## src/rtl/sid_vca.sv

```systemverilog
// sid_vca: voice amplitude stage. On each CLKen it samples the unsigned
// oscillator waveform and the envelope, recentres the waveform to signed and
// scales it by the envelope with an 8-step serial shift-add multiply. The
// signed product >> 4 is presented on OUT with a one-cycle VALID pulse.
// Optional build macro: SID_VCA_DC_EN adds DC_OFFSET to the result and
// saturates to the signed 16-bit range.
module sid_vca #(
    parameter logic signed [15:0] DC_OFFSET = 16'sh0000
) (
    input  logic        CLK,
    input  logic        RST,
    input  logic        CLKen,
    input  logic [11:0] WAVE,
    input  logic [7:0]  ENV,
    output logic [15:0] OUT,
    output logic        VALID,
    output logic        BUSY,
    output logic        OVR
);

    typedef enum logic {
        IDLE = 1'b0,
        MUL  = 1'b1
    } state_t;

    state_t             state_reg, state_next;
    logic signed [11:0] w_reg, w_next;
    logic [7:0]         e_reg, e_next;
    logic signed [19:0] acc_reg, acc_next;
    logic [2:0]         count_reg, count_next;
    logic [15:0]        out_reg, out_next;
    logic               valid_reg, valid_next;
    logic               busy_reg, busy_next;
    logic               ovr_reg, ovr_next;

    // Sign-extended waveform and its eight possible shifted copies; the
    // step counter selects which one is added on each MUL cycle.
    logic signed [19:0] w_ext;
    logic signed [19:0] shifted_w [8];
    logic signed [19:0] addend;
    logic signed [19:0] acc_sum;
    logic [15:0]        result;

    assign w_ext = {{8{w_reg[11]}}, w_reg};

    genvar gi;
    generate
        for (gi = 0; gi < 8; gi++) begin : g_shift
            assign shifted_w[gi] = w_ext <<< gi;
        end
    endgenerate

    assign addend  = e_reg[count_reg] ? shifted_w[count_reg] : 20'sd0;
    assign acc_sum = acc_reg + addend;

`ifdef SID_VCA_DC_EN
    // Bias the truncated product and clamp, summing at 17 bits so the
    // overflow is visible in the top two bits.
    logic signed [16:0] dc_sum;
    assign dc_sum = {acc_sum[19], acc_sum[19:4]} + {DC_OFFSET[15], DC_OFFSET};
    assign result = (dc_sum[16] != dc_sum[15])
                  ? (dc_sum[16] ? 16'h8000 : 16'h7FFF)
                  : dc_sum[15:0];
`else
    // |W*E| >> 4 always fits in 16 bits, so plain truncation suffices.
    assign result = acc_sum[19:4];
    // DC_OFFSET has no effect in this build; this empty block only
    // references it so the parameter is not flagged as dangling.
    generate
        if (DC_OFFSET != 16'sh0000) begin : g_dc_offset_ignored
        end
    endgenerate
`endif

    // Next-state and datapath control: start a multiply from IDLE, step the
    // shift-add in MUL, publish the result on the eighth step.
    always_comb begin
        state_next = state_reg;
        w_next     = w_reg;
        e_next     = e_reg;
        acc_next   = acc_reg;
        count_next = count_reg;
        out_next   = out_reg;
        valid_next = 1'b0;
        busy_next  = busy_reg;
        ovr_next   = ovr_reg;
        case (state_reg)
            IDLE: begin
                if (CLKen) begin
                    w_next     = $signed(WAVE - 12'h800);
                    e_next     = ENV;
                    acc_next   = 20'sd0;
                    count_next = 3'd0;
                    busy_next  = 1'b1;
                    state_next = MUL;
                end
            end
            MUL: begin
                // A strobe arriving mid-multiply is dropped but remembered.
                if (CLKen) begin
                    ovr_next = 1'b1;
                end
                acc_next   = acc_sum;
                count_next = count_reg + 3'd1;
                if (count_reg == 3'd7) begin
                    out_next   = result;
                    valid_next = 1'b1;
                    busy_next  = 1'b0;
                    state_next = IDLE;
                end
            end
            default: begin
                state_next = IDLE;
                busy_next  = 1'b0;
            end
        endcase
    end

    // State and datapath registers with asynchronous clear.
    always_ff @(posedge CLK or posedge RST) begin
        if (RST) begin
            state_reg <= IDLE;
            w_reg     <= 12'sd0;
            e_reg     <= 8'd0;
            acc_reg   <= 20'sd0;
            count_reg <= 3'd0;
            out_reg   <= 16'd0;
            valid_reg <= 1'b0;
            busy_reg  <= 1'b0;
            ovr_reg   <= 1'b0;
        end else begin
            state_reg <= state_next;
            w_reg     <= w_next;
            e_reg     <= e_next;
            acc_reg   <= acc_next;
            count_reg <= count_next;
            out_reg   <= out_next;
            valid_reg <= valid_next;
            busy_reg  <= busy_next;
            ovr_reg   <= ovr_next;
        end
    end

    assign OUT   = out_reg;
    assign VALID = valid_reg;
    assign BUSY  = busy_reg;
    assign OVR   = ovr_reg;

endmodule

```

## config.mk

```make
export PLATFORM = sky130hd
export DESIGN_NAME = sid_vca
export DESIGN_NICKNAME = d
export VERILOG_FILES = /design/src/rtl/sid_vca.sv
export SDC_FILE = /design/constraint.sdc
export NUM_CORES = 1
export LEC_CHECK = 0
export CELL_PAD_IN_SITES_DETAIL_PLACEMENT = 0
export CELL_PAD_IN_SITES_GLOBAL_PLACEMENT = 2
export CORE_ASPECT_RATIO = 1.25
export CORE_UTILIZATION = 35
export DETAILED_ROUTE_END_ITERATION = 8
export GPL_TIMING_DRIVEN = 0
export PLACE_DENSITY_LB_ADDON = 0.1
export SYNTH_ARGS = -nofsm -noshare
export SYNTH_HDL_FRONTEND = slang
export SYNTH_SLANG_ARGS = --single-unit
export TNS_END_PERCENT = 50
```

## constraint.sdc

```tcl
create_clock -name CLK -period 5 [get_ports CLK]
set_input_delay 1 -clock CLK [delete_from_list [all_inputs] [get_ports CLK]]
set_output_delay 1 -clock CLK [all_outputs]
set_load 0.05 [all_outputs]
```

# Word level (Yosys, flattened, before mapping)
# Cells that the tools add are included.
# totals
ff_bits	63
latchBits	0
ramBits	0
rom_bits	0
inputBits	23
out_inout_bits	19
wordCells	41
memories	0
# classes
addsub	3
n_mul	0
n_div	0
order_cmp	2
n_eq_ne	3
n_shift	0
n_mux	18
bitwise_logic	2
reduce_logical	4
# ops
cell	n
20-bit 2-to-1 mux	4
20-bit binary-select mux with 3-bit select	1
20-bit one-hot mux with 2 select lines	1
20-bit adder	1
12-bit subtractor (second input constant)	1
2-bit AND reduction	4
1-bit 2-to-1 mux	7
3-bit one-hot mux with 2 select lines	1
4-bit >= comparator (second input constant)	1
3-bit by 4-bit less-than comparator with 1-bit output (second input constant)	1
3-bit inverter with 4-bit output	1
1-bit one-hot mux with 2 select lines	2
3-bit by 1-bit adder with 3-bit output (second input constant)	1
1-bit binary-select mux with 3-bit select	1
3-bit equality test (second input constant)	1
3-bit 2-to-1 mux	1
2-bit by 1-bit inequality test with 1-bit output (second input constant)	1
2-bit inequality test (second input constant)	1
1-bit inverter	1

# Logic depth before layout (Yosys ltp)
# depth
ltp_word	7
depth_mapped	15
ltp_nobuf	13

# Worst setup path before layout
# No wires, ideal clock.
# synth_timing
path_type	register to register
from	register count_reg[0]
to	register acc_reg[19]
setup_time_ps	122
t_arrival_ps	3394
t_required_ps	4878
setup_slack_ps	1483
stages_incl_launch_ff	13
path_buffers	1
synth_period_minus_slack_ps	3517
path_cell_list	dfrtp_1 mux4_2 nand2b_2 a21boi_4 clkbuf_1 nor2_1 ha_1 and3_1 a31oi_1 or3b_1 a2111o_1 a32oi_1 nand2b_1
# synth_between
elab_chain_cells	7
word_cells_on_any_way	9
classes_between	add/sub (1); mux (7); bitwise (1)
# synth_lines
item	line_no	source
start: declaration	30	logic [2:0] count_reg, count_next;
start signal: assignment	136	count_reg <= count_next;
3-bit inverter with 4-bit output (not written as such)	53	assign addend = e_reg[count_reg] ? shifted_w[count_reg] : 20'sd0;
20-bit binary-select mux with 3-bit select	53	
20-bit 2-to-1 mux (not written as such) (2 in a row)	53	
20-bit 2-to-1 mux *	53	
20-bit adder *	54	assign acc_sum = acc_reg + addend;
20-bit one-hot mux with 2 select lines *	87	case (state_reg)
end signal: assignment	135	acc_reg <= acc_next;
end: declaration	29	logic signed [19:0] acc_reg, acc_next;
# Every way passes the cells marked *; elsewhere a longest branch is shown, timed or not. The select of a mux whose other input is x is not followed.
# A chain may end at the register's enable or synchronous reset.

# Worst setup path in the final report
# Ends and elaborated chain as after synthesis.

==> results.sh <==
export IMPL_grt_max_degree=35
export IMPL_pin_count=42
export IMPL_layout_commonest_cell="dfrtp_1"
export IMPL_startpoint_type="flip-flop"
export IMPL_path_cells="mux4_2 > nand2b_2 > a21boi_4 > clkbuf_1 > nor2_1 > ha_1 > and3_1 > a31oi_1 > or3b_1 > a2111o_1 > a32oi_1 > nand2b_1"
export IMPL_die_area_um2=11500
export IMPL_syn_cell_area_um2=3880
export IMPL_rsz0062_at_grt="false"
export IMPL_diodes=0
export IMPL_die_width_um=96.2
export IMPL_cts_hold_buf=0
export IMPL_vias_per_cell=5.19
export IMPL_clkLatencyLatePin_ns=0.33
export IMPL_outcome="finished clean"
export IMPL_post_synth_fa_ha_maj_area_fraction_pct=7.29
export IMPL_hold_path_class="reg -> reg"
export IMPL_hpwl_mm=7.30
export IMPL_critPathKind="reg -> reg"
export IMPL_synth_edf_count=0
export IMPL_row_count=42
export IMPL_die_h_um=120
export IMPL_synthArstFlopShare_pct=100
export IMPL_clock_sinks=63
export IMPL_cts_tree="done"
export IMPL_synth_compound_area_share_pct=16.7
export IMPL_area_growth_syn_to_layout_pct=23.6
export IMPL_critPathMaxStageDelay_ns=0.56
export IMPL_hold_start="BUSY$_DFFE_PP0P_"
export IMPL_crit_family="compound AO/OA/AOI/OAI gates"
export IMPL_syn_num_nets=415
export IMPL_nets=467
export IMPL_cts_root_buf="clkbuf_16"
export IMPL_clkSlewWorstSetupHoldPaths_ns=0.05
export IMPL_syn_area_per_cell_um2=10.5
export IMPL_ant_nets=0
export IMPL_gp_congestion=0.795
export IMPL_synthMuxAreaShare_pct=16.3
export IMPL_wire_per_inst_um=17.3
export IMPL_core_area_um2=10700
export IMPL_drive_gt1_share_pct=15.3
export IMPL_crit_buf_inv=1
export IMPL_timing_rr_start="count_reg[0]$_DFFE_PP0P_"
export IMPL_crit_path_start="count_reg[0]$_DFFE_PP0P_"
export IMPL_cts_buffers=9
export IMPL_grt_ovfl_total=0
export IMPL_critPathMaxFanout=10
export IMPL_synth_xor_area_share_pct=4.42
export IMPL_post_route_drc_count=0
export IMPL_via_count=2894
export IMPL_antenna_found_initial=0
export IMPL_ys_seq_area_share_pct=40.6
export IMPL_synth_simple_area_share_pct=12.1
export IMPL_cp_arrival_ns=4.28
export IMPL_clockBufferDepth=2
export IMPL_synthFlopType="dfrtp_1"
export IMPL_finalHoldViolCount=0
export IMPL_tns_ns=0
export IMPL_groute_usage_overall_pct=18.4
export IMPL_cts_resized_gates=0
export IMPL_skew_ns=0.00456
export IMPL_fin_crit_ns=4.06
export IMPL_synth_cell_types=51
export IMPL_slew_headroom_pct=43.3
export IMPL_dr_first_iter_drc_count=72
export IMPL_largest_reg_flops=20
export IMPL_final_max_slew_viol_count=0
export IMPL_firstDrtPassIters=4
export IMPL_tightest_slew_ns=0.848
export IMPL_endpoint_kind="flip-flop"
export IMPL_fmax_ghz=0.246
export IMPL_cap_violations=0
export IMPL_final_cell_mix="dfrtp_1 (63), clkdlybuf4s50_1 (40), mux2_2 (39)"
export IMPL_grt_pass1_wl_mm=15.6
export IMPL_portBuffers=40
export IMPL_h_tree_depth=3
export IMPL_first_global_vias=3060
export IMPL_totalWireLength_mm=9.66
export IMPL_required_ns=5.22
export IMPL_synth_cells=370
export IMPL_finalSetupViolations=0
export IMPL_post_cts_buffers=0
export IMPL_synth_top_family_by_area="compound AO/OA/AOI/OAI gates"
export IMPL_synth_warnings=0
export IMPL_cp_slowest_cell="mux4_2"
export IMPL_ys_seq_elements=63
export IMPL_finalCritPeriodShare_pct=81.2
export IMPL_start_util_pct=36.4
routing by layer:
layer  vias to the layer above  GRT usage (%)  part of all wire (%)
met3                        10           4.56                   3.7
met2                        36           30.6                    49
li1                       1447              -                     -
met4                         0           6.72                   1.4
met5                         -              0                     0
met1                      1401           22.7                    46
worst paths after layout:
path,endpoint,slack (ns),depth (start not counted)
min in group asynchronous,e_reg[4]$_DFFE_PP0P_,1.09,2
hold reg to reg,BUSY$_DFFE_PP0P_,0.49,2
setup reg to reg,acc_reg[19]$_DFFE_PP0P_,0.94,12
max in group asynchronous,acc_reg[12]$_DFFE_PP0P_,3.29,3
setup / recovery,acc_reg[19]$_DFFE_PP0P_,0.94,12
hold / removal,BUSY$_DFFE_PP0P_,0.49,2
worst reg2reg max path, stage by stage (launching register included):
cell,delay (ns)
dfrtp_1,0.49
mux4_2,0.56
nand2b_2,0.11
a21boi_4,0.29
clkbuf_1,0.39
nor2_1,0.14
ha_1,0.38
and3_1,0.25
a31oi_1,0.22
or3b_1,0.43
a2111o_1,0.41
a32oi_1,0.21
nand2b_1,0.07
cell usage after synthesis, types with 5 or more instances:
library cell  number  share of area, %
nand2b_1           8               1.3
a21oi_1           27               3.5
nand2_1           24               2.3
o21ai_0            5              0.64
and2_1             6              0.97
xor2_1             6               1.4
inv_1              8              0.77
mux2i_1           15               3.9
dfrtp_1           63                41
ha_1              21               6.8
xnor2_1           11               2.5
nor2b_1            6              0.97
a21o_1            14               2.7
a22o_1            15               3.4
nor2_1            30               2.9
clkbuf_1          13               1.3
mux2_2            39                11
logic make-up after synthesis:
logic type,after synthesis
AO/OA/AOI/OAI,90
adder cells (fa/ha/maj),22
flip-flops,63
multiplexers,56
AND/OR/NAND/NOR,95
XOR/XNOR,18
buffers and inverters,26
cell type report:
class | count | area [um^2]
fill | 1061 | 5870
multi-input combinational | 281 | 2200
sequential | 63 | 1580
timing repair buffer | 41 | 420
clock buffer | 12 | 267
tap | 132 | 165
buffer | 18 | 68.8
clock inverter | 3 | 65.1
inverter | 8 | 30.0
stage by stage:
stage	setup slack [ns]	util (%)	std cells	cell area, um^2	hold WS [ns]
3_5_place_dp	0.915	41.9	543	4470	0.473
3_3_place_gp	0.967	41.7	542	4450	0.473
5_1_grt	0.588	45.0	558	4800	0.504
4_1_cts	0.895	45.0	558	4800	0.498
6_report	0.942	45.0	558	4800	0.493
2_1_floorplan	1.48	-	370	3880	0.470
Power is left out: the tool's default activity adds up to more than one toggle a clock period on the data nets, which glitch-free logic cannot reach.
